File: config.mk
export PLATFORM = sky130hd
export DESIGN_NAME = pet_timing_gen
export DESIGN_NICKNAME = d
export VERILOG_FILES = /design/src/rtl/pet_timing_gen.sv
export SDC_FILE = /design/constraint.sdc
export NUM_CORES = 1
export LEC_CHECK = 0
export CAP_MARGIN = 10
export CELL_PAD_IN_SITES_DETAIL_PLACEMENT = 0
export CELL_PAD_IN_SITES_GLOBAL_PLACEMENT = 1
export CORE_ASPECT_RATIO = 0.9
export CORE_MARGIN = 1.5
export CORE_UTILIZATION = 38
export CTS_CLUSTER_SIZE = 24
export DETAILED_ROUTE_END_ITERATION = 7
export HOLD_SLACK_MARGIN = 0.08
export PLACE_DENSITY = 0.76
export SYNTH_ARGS = -nofsm -noshare
export SYNTH_HDL_FRONTEND = slang
export SYNTH_SLANG_ARGS = --single-unit
File: constraint.sdc
create_clock -name sys_clock_i -period 1.5 [get_ports sys_clock_i]
set_input_delay 0.15 -clock sys_clock_i [delete_from_list [all_inputs] [get_ports sys_clock_i]]
set_output_delay 0.15 -clock sys_clock_i [all_outputs]
set_load 0.005 [all_outputs]
File: src/rtl/pet_timing_gen.sv
// pet_timing_gen: master 64-cycle frame timing generator for the PET clone.
// Derives pixel enables, 6502 phi2/bus enable/data strobe, video shift-register
// load strobes and the bus-arbitration grant schedule from a 6-bit phase counter.
// Optional macro TIMING_PHASE_DEBUG_EN adds a phase_o port exposing the phase.
module pet_timing_gen #(
    parameter int unsigned SYS_CLOCK_MHZ = 64
) (
    input  logic       sys_clock_i,
    input  logic       sys_reset_n_i,
    output logic       clk16_en_o,
    output logic       clk8_en_o,
    output logic       cpu_be_o,
    output logic       cpu_clock_o,
    output logic       cpu_data_strobe_o,
    output logic       load_sr1_o,
    output logic       load_sr2_o,
    output logic [1:0] grant_o,
    output logic       grant_valid_o
`ifdef TIMING_PHASE_DEBUG_EN
    ,
    output logic [5:0] phase_o
`endif
);

    localparam int unsigned PHASE_W   = 6;
    localparam int unsigned GRANT_W   = 2;
    localparam logic [PHASE_W-1:0] PHASE_RST  = PHASE_W'(63);
    localparam logic [PHASE_W-1:0] PHASE_DS   = PHASE_W'(60);
    localparam logic [PHASE_W-1:0] PHASE_SR1  = PHASE_W'(15);
    localparam logic [PHASE_W-1:0] PHASE_SR2  = PHASE_W'(47);
    localparam logic [GRANT_W-1:0] GRANT_WB   = GRANT_W'(0);
    localparam logic [GRANT_W-1:0] GRANT_VID  = GRANT_W'(1);
    localparam logic [GRANT_W-1:0] GRANT_CPU  = GRANT_W'(2);

    // The frame decode assumes 64 sys cycles per 1 MHz CPU cycle.
    if (SYS_CLOCK_MHZ != 64) begin : g_bad_clock
        $fatal(1, "pet_timing_gen: only SYS_CLOCK_MHZ = 64 is supported");
    end

    logic [PHASE_W-1:0] phase_q;
    logic [PHASE_W-1:0] phase_d;

    logic               clk16_en_d;
    logic               clk8_en_d;
    logic               cpu_be_d;
    logic               cpu_clock_d;
    logic               cpu_data_strobe_d;
    logic               load_sr1_d;
    logic               load_sr2_d;
    logic [GRANT_W-1:0] grant_d;
    logic               grant_valid_d;

    // Phase register; reset to 63 so the first edge after release yields 0.
    always_ff @(posedge sys_clock_i or negedge sys_reset_n_i) begin
        if (!sys_reset_n_i) begin
            phase_q <= PHASE_RST;
        end else begin
            phase_q <= phase_d;
        end
    end

    // Next phase: free-running modulo-64 increment.
    always_comb begin
        phase_d = phase_q + PHASE_W'(1);
    end

    // Decode of the next phase so registered outputs line up with phase_q.
    always_comb begin
        clk16_en_d        = 1'b0;
        clk8_en_d         = 1'b0;
        cpu_be_d          = 1'b0;
        cpu_clock_d       = 1'b0;
        cpu_data_strobe_d = 1'b0;
        load_sr1_d        = 1'b0;
        load_sr2_d        = 1'b0;
        grant_d           = GRANT_WB;
        grant_valid_d     = 1'b0;

        clk16_en_d        = (phase_d[1:0] == 2'b11);
        clk8_en_d         = (phase_d[2:0] == 3'b111);
        cpu_clock_d       = phase_d[5];
        cpu_data_strobe_d = (phase_d == PHASE_DS);
        load_sr1_d        = (phase_d == PHASE_SR1);
        load_sr2_d        = (phase_d == PHASE_SR2);
        grant_valid_d     = (phase_d[2:0] == 3'b000);

        if (phase_d[5]) begin
            grant_d = GRANT_CPU;
        end else if (phase_d[4]) begin
            grant_d = GRANT_WB;
        end else begin
            grant_d = GRANT_VID;
        end
        cpu_be_d = (grant_d == GRANT_CPU);
    end

    // Output registers; cleared asynchronously while reset is asserted.
    always_ff @(posedge sys_clock_i or negedge sys_reset_n_i) begin
        if (!sys_reset_n_i) begin
            clk16_en_o        <= 1'b0;
            clk8_en_o         <= 1'b0;
            cpu_be_o          <= 1'b0;
            cpu_clock_o       <= 1'b0;
            cpu_data_strobe_o <= 1'b0;
            load_sr1_o        <= 1'b0;
            load_sr2_o        <= 1'b0;
            grant_o           <= GRANT_WB;
            grant_valid_o     <= 1'b0;
        end else begin
            clk16_en_o        <= clk16_en_d;
            clk8_en_o         <= clk8_en_d;
            cpu_be_o          <= cpu_be_d;
            cpu_clock_o       <= cpu_clock_d;
            cpu_data_strobe_o <= cpu_data_strobe_d;
            load_sr1_o        <= load_sr1_d;
            load_sr2_o        <= load_sr2_d;
            grant_o           <= grant_d;
            grant_valid_o     <= grant_valid_d;
        end
    end

`ifdef TIMING_PHASE_DEBUG_EN
    // Debug view of the phase register itself.
    assign phase_o = phase_q;
`endif

endmodule

Word-level counts from Yosys, hierarchy flattened
Cells that the tools add are included.

Add/subtract/negate cells: 1. Equal/unequal tests: 6. Mux-type cells: 2. Reduce and logical (&&, ||, !) cells: 1.

Operator list (count): 6-bit == test (second input constant) (2); 6-bit by 1-bit adder with 6-bit output (second input constant) (1); 6-bit by 4-bit == test with 1-bit output (second input constant) (1); 2-bit == test (second input constant) (2); 3-bit == test (second input constant) (1); 3-bit logical NOT (1); 2-bit 2-to-1 mux (1); 1-bit 2-to-1 mux (1).

Bits in registers: 16. Bits of input ports: 2. Output and inout port bits: 10. Word-level logic and storage cells: 20.

Logic depth before layout (Yosys ltp)
Gate-level depths: netlist (run 1).

Word-level depth: 4. Mapped depth: 5.

Worst setup path after synthesis (run 1)
OpenSTA, ideal clock, no wires.

Kind: register to register. From: reg phase_q[0]. To: reg grant_o[0]. Arrival time: 1.223 ns. Required time: 1.380 ns. Path slack: 0.157 ns. Cell stages (with the launch flop): 5. Path buffers: 0. Cell sequence: dfstp_2 ha_1 and3_2 nor3_1 a31o_2.

Cells in the longest elaborated chain, start to end: 3.

RTL lines: from (decl) (RTL line 40) `logic [PHASE_W-1:0] phase_q;`; from (signal assigned) (RTL line 58) `phase_q <= phase_d;`; 6-bit by 1-bit adder with 6-bit output * (RTL line 64) `phase_d = phase_q + PHASE_W'(1);`; 1-bit 2-to-1 mux (RTL line 89) `end else if (phase_d[4]) begin`; 2-bit 2-to-1 mux * (RTL line 87) `if (phase_d[5]) begin`; via grant_d[0] (RTL line 50) `logic [GRANT_W-1:0] grant_d;`; to (signal assigned) (RTL line 117) `grant_o <= grant_d;`; to (decl) (RTL line 17) `output logic [1:0] grant_o,`.

Mark *: on every way through the listed nets, which the timed path passes. The rest lies on a longest branch.

Worst setup path in the final report (run 1)
Same ends and word-level chain as after synthesis.

==> impl_metrics.env, run 1 <==
export IMPL_dp_worst_setup_slack_ns=0.0774
export IMPL_status="finished, final reports clean"
export IMPL_syn_inst=50
export IMPL_skew_ns=0.00640
export IMPL_fmax_ghz=0.696
export IMPL_routedWlPerCell_um=11.4
export IMPL_grt_pass1_wl_mm=1.64
export IMPL_peakVddDrop_uv=396
export IMPL_cts_resized=0
export IMPL_wl_um=979
export IMPL_yosysTopAreaCellShare_pct=35.1
export IMPL_core_area_um2=1510
export IMPL_final_layout_size_suffix_gt1_share_pct=26.6
export IMPL_gp_congestion=0.671
export IMPL_die_h_um=42.0
export IMPL_fin_setup_tns_ns=0
export IMPL_max_stage_delay_ns=0.58
export IMPL_grt_pass1_vias=364
export IMPL_reg2reg_depth=4
export IMPL_max_slew_margin_pct=80.7
export IMPL_ant_nets=0
export IMPL_cts_hold_buf=0
export IMPL_hold_violations=0
export IMPL_fin_crit_sh_pct=95.7
export IMPL_drc=0
export IMPL_required_ns=1.68
export IMPL_clock_path_buffers=2
export IMPL_place_area_um2=774
export IMPL_antenna_diode_count=0
export IMPL_crit_family="flip-flops"
export IMPL_cp_start_kind="flop"
export IMPL_swShare_pct=21.5
export IMPL_synth_warnings=0
export IMPL_mostFrequentLayoutCells="clkdlybuf4s50_1, dfrtp_1, dfstp_2"
export IMPL_cp_max_fo=5
export IMPL_use_met3_pct=6.47
export IMPL_slew_viol_final=0
export IMPL_worst_r2r_startpoint="phase_q[0]"
export IMPL_seq_power_share_pct=62.5
export IMPL_min_period_ns=1.44
export IMPL_ys_types=24
export IMPL_syn_nets=55
export IMPL_synth_edff_count=0
export IMPL_cts_root_buf="clkbuf_4"
export IMPL_boundaryPins=12
export IMPL_ys_seq_area_share_pct=59.6
export IMPL_setup_viol=0
export IMPL_drt_iter0_markers=0
export IMPL_port_buffers=11
export IMPL_hpwl_um=696
export IMPL_synth_top_area_cell="dfrtp_1"
export IMPL_viasPerCell=4.41
export IMPL_path_buf_inv=0
export IMPL_cts_setup_buffers=0
export IMPL_dr_total_vias=379
export IMPL_fin_nets=70
export IMPL_combinationalPowerShare_pct=1.8
export IMPL_power_w=0.000648
export IMPL_grt_overflow=0
export IMPL_netlist_area_um2=642
export IMPL_drv_cap=0
export IMPL_rows=13
export IMPL_final_core_util_pct=53.0
export IMPL_r2r_end="grant_o[0]"
export IMPL_worst_ep_arrival_time_ns=1.61
export IMPL_rsz0062_at_grt="no"
export IMPL_power_switching_w=0.000140
export IMPL_die_x_um=46.3
export IMPL_synthTopCellsByArea="dfrtp_1, dfstp_2, xor2_1"
export IMPL_yosys_most_used_dff="dfrtp_1"
export IMPL_final_area_um2=802
export IMPL_timing_final_ws_setup_ns=0.0642
export IMPL_avgSynthCellArea_um2=12.8
export IMPL_critPathKind="reg -> reg"
export IMPL_hp_class="in -> async"
export IMPL_top_usage_layer="met2"
export IMPL_ys_async_sr_fraction_pct=100
export IMPL_area_delta_synth_final_pct=25.0
export IMPL_die_area_um2=1940
export IMPL_use_met2_pct=16.9
export IMPL_insertion_delay_ns=0.29
export IMPL_path_clk_slew_ns=0.09
export IMPL_cpMaxStageDelayCell="dfstp_2"
export IMPL_use_met1_pct=16.3
export IMPL_p_int_w=0.000508
export IMPL_clock_sinks=15
export IMPL_clockPowerShare_pct=35.7
export IMPL_cts_tree="built"
export IMPL_grt_use_total_pct=12.2
export IMPL_end_kind="flop"
export IMPL_grt_max_degree=16
export IMPL_crit_chain="ha_1, and3_2, nor3_1, a31o_2"
export IMPL_ys_ff_latch=15
export IMPL_p_leak_nw=0.333
export IMPL_h_tree_depth=1
export IMPL_ff2ff_setup_slack_ns=0.06
export IMPL_initial_core_util_pct=42.4
export IMPL_layout_commonest_cell="clkdlybuf4s50_1"
export IMPL_antenna_found_initial=0
export IMPL_worst_pin_slew_ns=0.287
export IMPL_cts_buffers=3
export IMPL_drt_pre_antenna_iters=1
export IMPL_powerDensity_nw_per_um2=808
## worst max path at each step
stage                     startpoint          to  slack (ns)  depth (start not counted)
after floorplan           phase_q[0]  grant_o[0]        0.16                          4
after global placement    phase_q[0]  grant_o[0]        0.12                          4
after detailed placement  phase_q[0]  grant_o[0]        0.08                          4
after CTS                 phase_q[0]  grant_o[0]        0.07                          4
after global routing      phase_q[0]  grant_o[0]        0.01                          4
final                     phase_q[0]  grant_o[0]        0.06                          4
## cell usage after synthesis, types with 2 or more instances
| master | number |
|---|---|
| xor2_1 | 5 |
| nand3_1 | 2 |
| nand2_1 | 2 |
| xnor2_1 | 2 |
| ha_1 | 3 |
| dfrtp_1 | 9 |
| inv_1 | 3 |
| and2_1 | 2 |
| o21ai_0 | 2 |
| dfstp_2 | 6 |
## area by class of cell
class | instances | area [um^2]
clock inverter | 1 | 5.00
multi-input combinational | 30 | 235
tap | 22 | 27.5
sequential | 15 | 383
inverter | 3 | 11.3
fill | 143 | 711
clock buffer | 3 | 22.5
timing repair buffer | 12 | 118
## kinds of logic (layout without fill, tap and decap cells)
| logic type | count (synthesis) | after routing | share of synthesized area, % |
|---|---|---|---|
| XOR/XNOR | 7 | 7 | 9.55 |
| adder cells (fa/ha/maj) | 3 | 3 | 5.85 |
| flip-flops | 15 | 15 | 59.6 |
| AO/OA/AOI/OAI | 3 | 3 | 2.92 |
| buffers and inverters | 5 | 19 | 3.70 |
| AND/OR/NAND/NOR | 17 | 17 | 18.3 |
## flip-flops by register name, summed over array words and instances, names as in the netlist
name	count
load_sr1_o	1
cpu_data_strobe_o	1
grant_o	1
grant_valid_o	1
clk16_en_o	1
cpu_be_o	1
load_sr2_o	1
clk8_en_o	1
cpu_clock_o	1
phase_q	6
## stage by stage
stage	instances	hold WS (ns)
after global placement	82	0.482
after detailed placement	82	0.486
after CTS	86	0.170
after floorplan	50	-0.146
final	86	0.167
after global routing	86	0.193
## power groups by stage
stage                     Combinational (W)  Sequential (W)  Clock [W]
after floorplan             0.0000000000980        0.000412          0
after global placement            0.0000122        0.000412          0
after detailed placement          0.0000125        0.000412          0
after CTS                         0.0000125        0.000405   0.000242
after global routing              0.0000143        0.000405   0.000260
final                             0.0000117        0.000405   0.000231
## per-layer routing
layer	routed length, um	part of all wire, %
met1	482	49
met2	436	45
met3	60	6.1
met4	0	0
met5	0	0
(Power assumes the default switching activity.)
==> inputs of run 2 (changes only) <==
Settings changed: CORE_UTILIZATION 38 to 35, PLACE_DENSITY 0.76 to 0.74.
Clock period 1.5 ns to 1.2 ns, I/O delays scaled along.
==> run 2 against run 1 <==
- the flow now finishes with violations (negative setup slack)
- fmax grew 9.4%
- worst setup slack worse by 0.18 ns
- die area rose by 8.0%
- global-route usage grew 0.46 points
- clock power increased by 19%
- sequential share of layout area is 4.6 points lower
- register-to-register slack got worse by 0.18 ns
- cell count up 12%
- first-iteration DRC count increased by 5
- clock-buffer cell count increased by 1
- hold slack worse by 0.018 ns
==> impl_metrics.env, run 2 (same netlist as run 1, synthesis figures left out) <==
export IMPL_die_x_um=48.1
export IMPL_grt_pass1_vias=370
export IMPL_boundaryPins=12
export IMPL_hold_violations=0
export IMPL_die_area_um2=2100
export IMPL_hp_class="in -> async"
export IMPL_crit_chain="ha_4, and3_4, nor3_2, a31o_2"
export IMPL_skew_ns=0.00320
export IMPL_cp_max_fo=5
export IMPL_drt_pre_antenna_iters=2
export IMPL_wl_um=979
export IMPL_path_buf_inv=0
export IMPL_die_h_um=43.6
export IMPL_min_period_ns=1.31
export IMPL_h_tree_depth=1
export IMPL_timing_final_ws_setup_ns=-0.112
export IMPL_initial_core_util_pct=37.8
export IMPL_final_layout_size_suffix_gt1_share_pct=40.3
export IMPL_routedWlPerCell_um=10.2
export IMPL_cp_start_kind="flop"
export IMPL_dr_total_vias=409
export IMPL_max_stage_delay_ns=0.60
export IMPL_ant_nets=0
export IMPL_violations="negative setup slack"
export IMPL_core_area_um2=1700
export IMPL_setup_viol=9
export IMPL_drt_iter0_markers=5
export IMPL_max_slew_margin_pct=86.0
export IMPL_gp_congestion=0.738
export IMPL_grt_use_total_pct=12.6
export IMPL_hpwl_um=737
export IMPL_power_w=0.000796
export IMPL_area_delta_synth_final_pct=38.2
export IMPL_worst_r2r_startpoint="phase_q[0]"
export IMPL_cts_root_buf="clkbuf_4"
export IMPL_r2r_end="grant_o[0]"
export IMPL_port_buffers=11
export IMPL_cts_tree="built"
export IMPL_cts_buffers=3
export IMPL_clock_path_buffers=2
export IMPL_grt_overflow=0
export IMPL_powerDensity_nw_per_um2=897
export IMPL_worst_pin_slew_ns=0.208
export IMPL_viasPerCell=4.26
export IMPL_cts_hold_buf=0
export IMPL_rsz0062_at_grt="yes"
export IMPL_insertion_delay_ns=0.28
export IMPL_mostFrequentLayoutCells="dlygate4sd2_1, dfrtp_1, buf_4"
export IMPL_end_kind="flop"
export IMPL_rows=14
export IMPL_drc=0
export IMPL_cpMaxStageDelayCell="dfstp_2"
export IMPL_p_leak_nw=0.392
export IMPL_fin_crit_sh_pct=109
export IMPL_slew_viol_final=0
export IMPL_fin_nets=78
export IMPL_reg2reg_depth=4
export IMPL_crit_family="flip-flops"
export IMPL_status="finished, violations left"
export IMPL_antenna_found_initial=0
export IMPL_largest_reg_flops=6
export IMPL_drv_cap=0
export IMPL_path_clk_slew_ns=0.08
export IMPL_grt_pass1_wl_mm=1.76
export IMPL_whs_ns=0.149
export IMPL_required_ns=1.37
export IMPL_ff2ff_setup_slack_ns=-0.11
export IMPL_regMostFlops="phase_q"
export IMPL_layout_commonest_cell="dlygate4sd2_1"
export IMPL_grt_max_degree=16
export IMPL_peakVddDrop_uv=744
export IMPL_clock_sinks=15
export IMPL_dp_cells=92
export IMPL_antenna_diode_count=0
export IMPL_cts_setup_buffers=0
export IMPL_final_cells=96
export IMPL_worst_ep_arrival_time_ns=1.49
export IMPL_fmax_ghz=0.762
export IMPL_critPathKind="reg -> reg"
run 2: cell types whose count changed in the layout (fill, tap and decap cells not counted), sizes merged:
cell           delta
clkinv            -1
clkdlybuf4s50    -10
buf               +8
dlygate4sd2      +10
clkbuf            +1
run 2: worst max-delay path by stage:
stage	to	startpoint	cells after the start
after floorplan	grant_o[0]	phase_q[1]	4
after global placement	load_sr1_o	phase_q[0]	5
after detailed placement	load_sr2_o	phase_q[0]	5
after CTS	grant_o[0]	phase_q[0]	4
after global routing	grant_o[0]	phase_q[0]	4
final	grant_o[0]	phase_q[0]	4
run 2: worst register-to-register path, delay by kind of cell, from the launching register on:
family | cells | cell delay (ns)
DFF | 1 | 0.60
AOI/OAI and AO/OA | 1 | 0.21
adders and majority gates | 1 | 0.17
and+or+nand+nor | 2 | 0.23
run 2: metal layers:
| metal | up-vias | track usage, % | share of wire (%) |
|---|---|---|---|
| li1 | 206 | - | - |
| met4 | 0 | 6.49 | 2.6 |
| met2 | 11 | 15.5 | 40 |
| met1 | 188 | 17.9 | 50 |
| met5 | - | 0 | 0 |
| met3 | 4 | 6.25 | 6.6 |
run 2: repair_timing:
action / 4_1_cts / 5_1_grt
setup endpoints to repair: 19 / 11
pin swaps: 3 / 1
gates resized for setup: 15 / 0
run 2: cell type report:
cell class | instances | area, um^2
clock buffers | 4 | 26.3
fillers | 165 | 812
inverters | 3 | 11.3
multi-input cells | 30 | 272
flip-flops and latches | 15 | 383
well taps | 24 | 30.0
repair buffers | 20 | 165
run 2: per-stage QoR:
stage | utilization, % | setup slack, ns | cell area, um^2 | setup TNS [ns]
floorplan | - | -0.0786 | 666 | -0.240
global placement | 50.7 | -0.0973 | 861 | -0.364
detailed placement | 50.7 | -0.122 | 861 | -0.449
CTS | 52.2 | -0.115 | 887 | -0.509
global route | 52.2 | -0.152 | 887 | -1.20
finish | 52.2 | -0.112 | 887 | -0.504
run 2: report_power, final:
part | internal [W] | switching, W
sequential | 0.000506 | 0
combinational | 0.00000501 | 0.00000934
clock | 0.000129 | 0.000146
==> inputs of run 3 (changes only) <==
Settings changed: GPL_ROUTABILITY_DRIVEN set to 0.
==> results of run 3 <==
No change in the layout: final DEF, timing and power equal those of run 2.
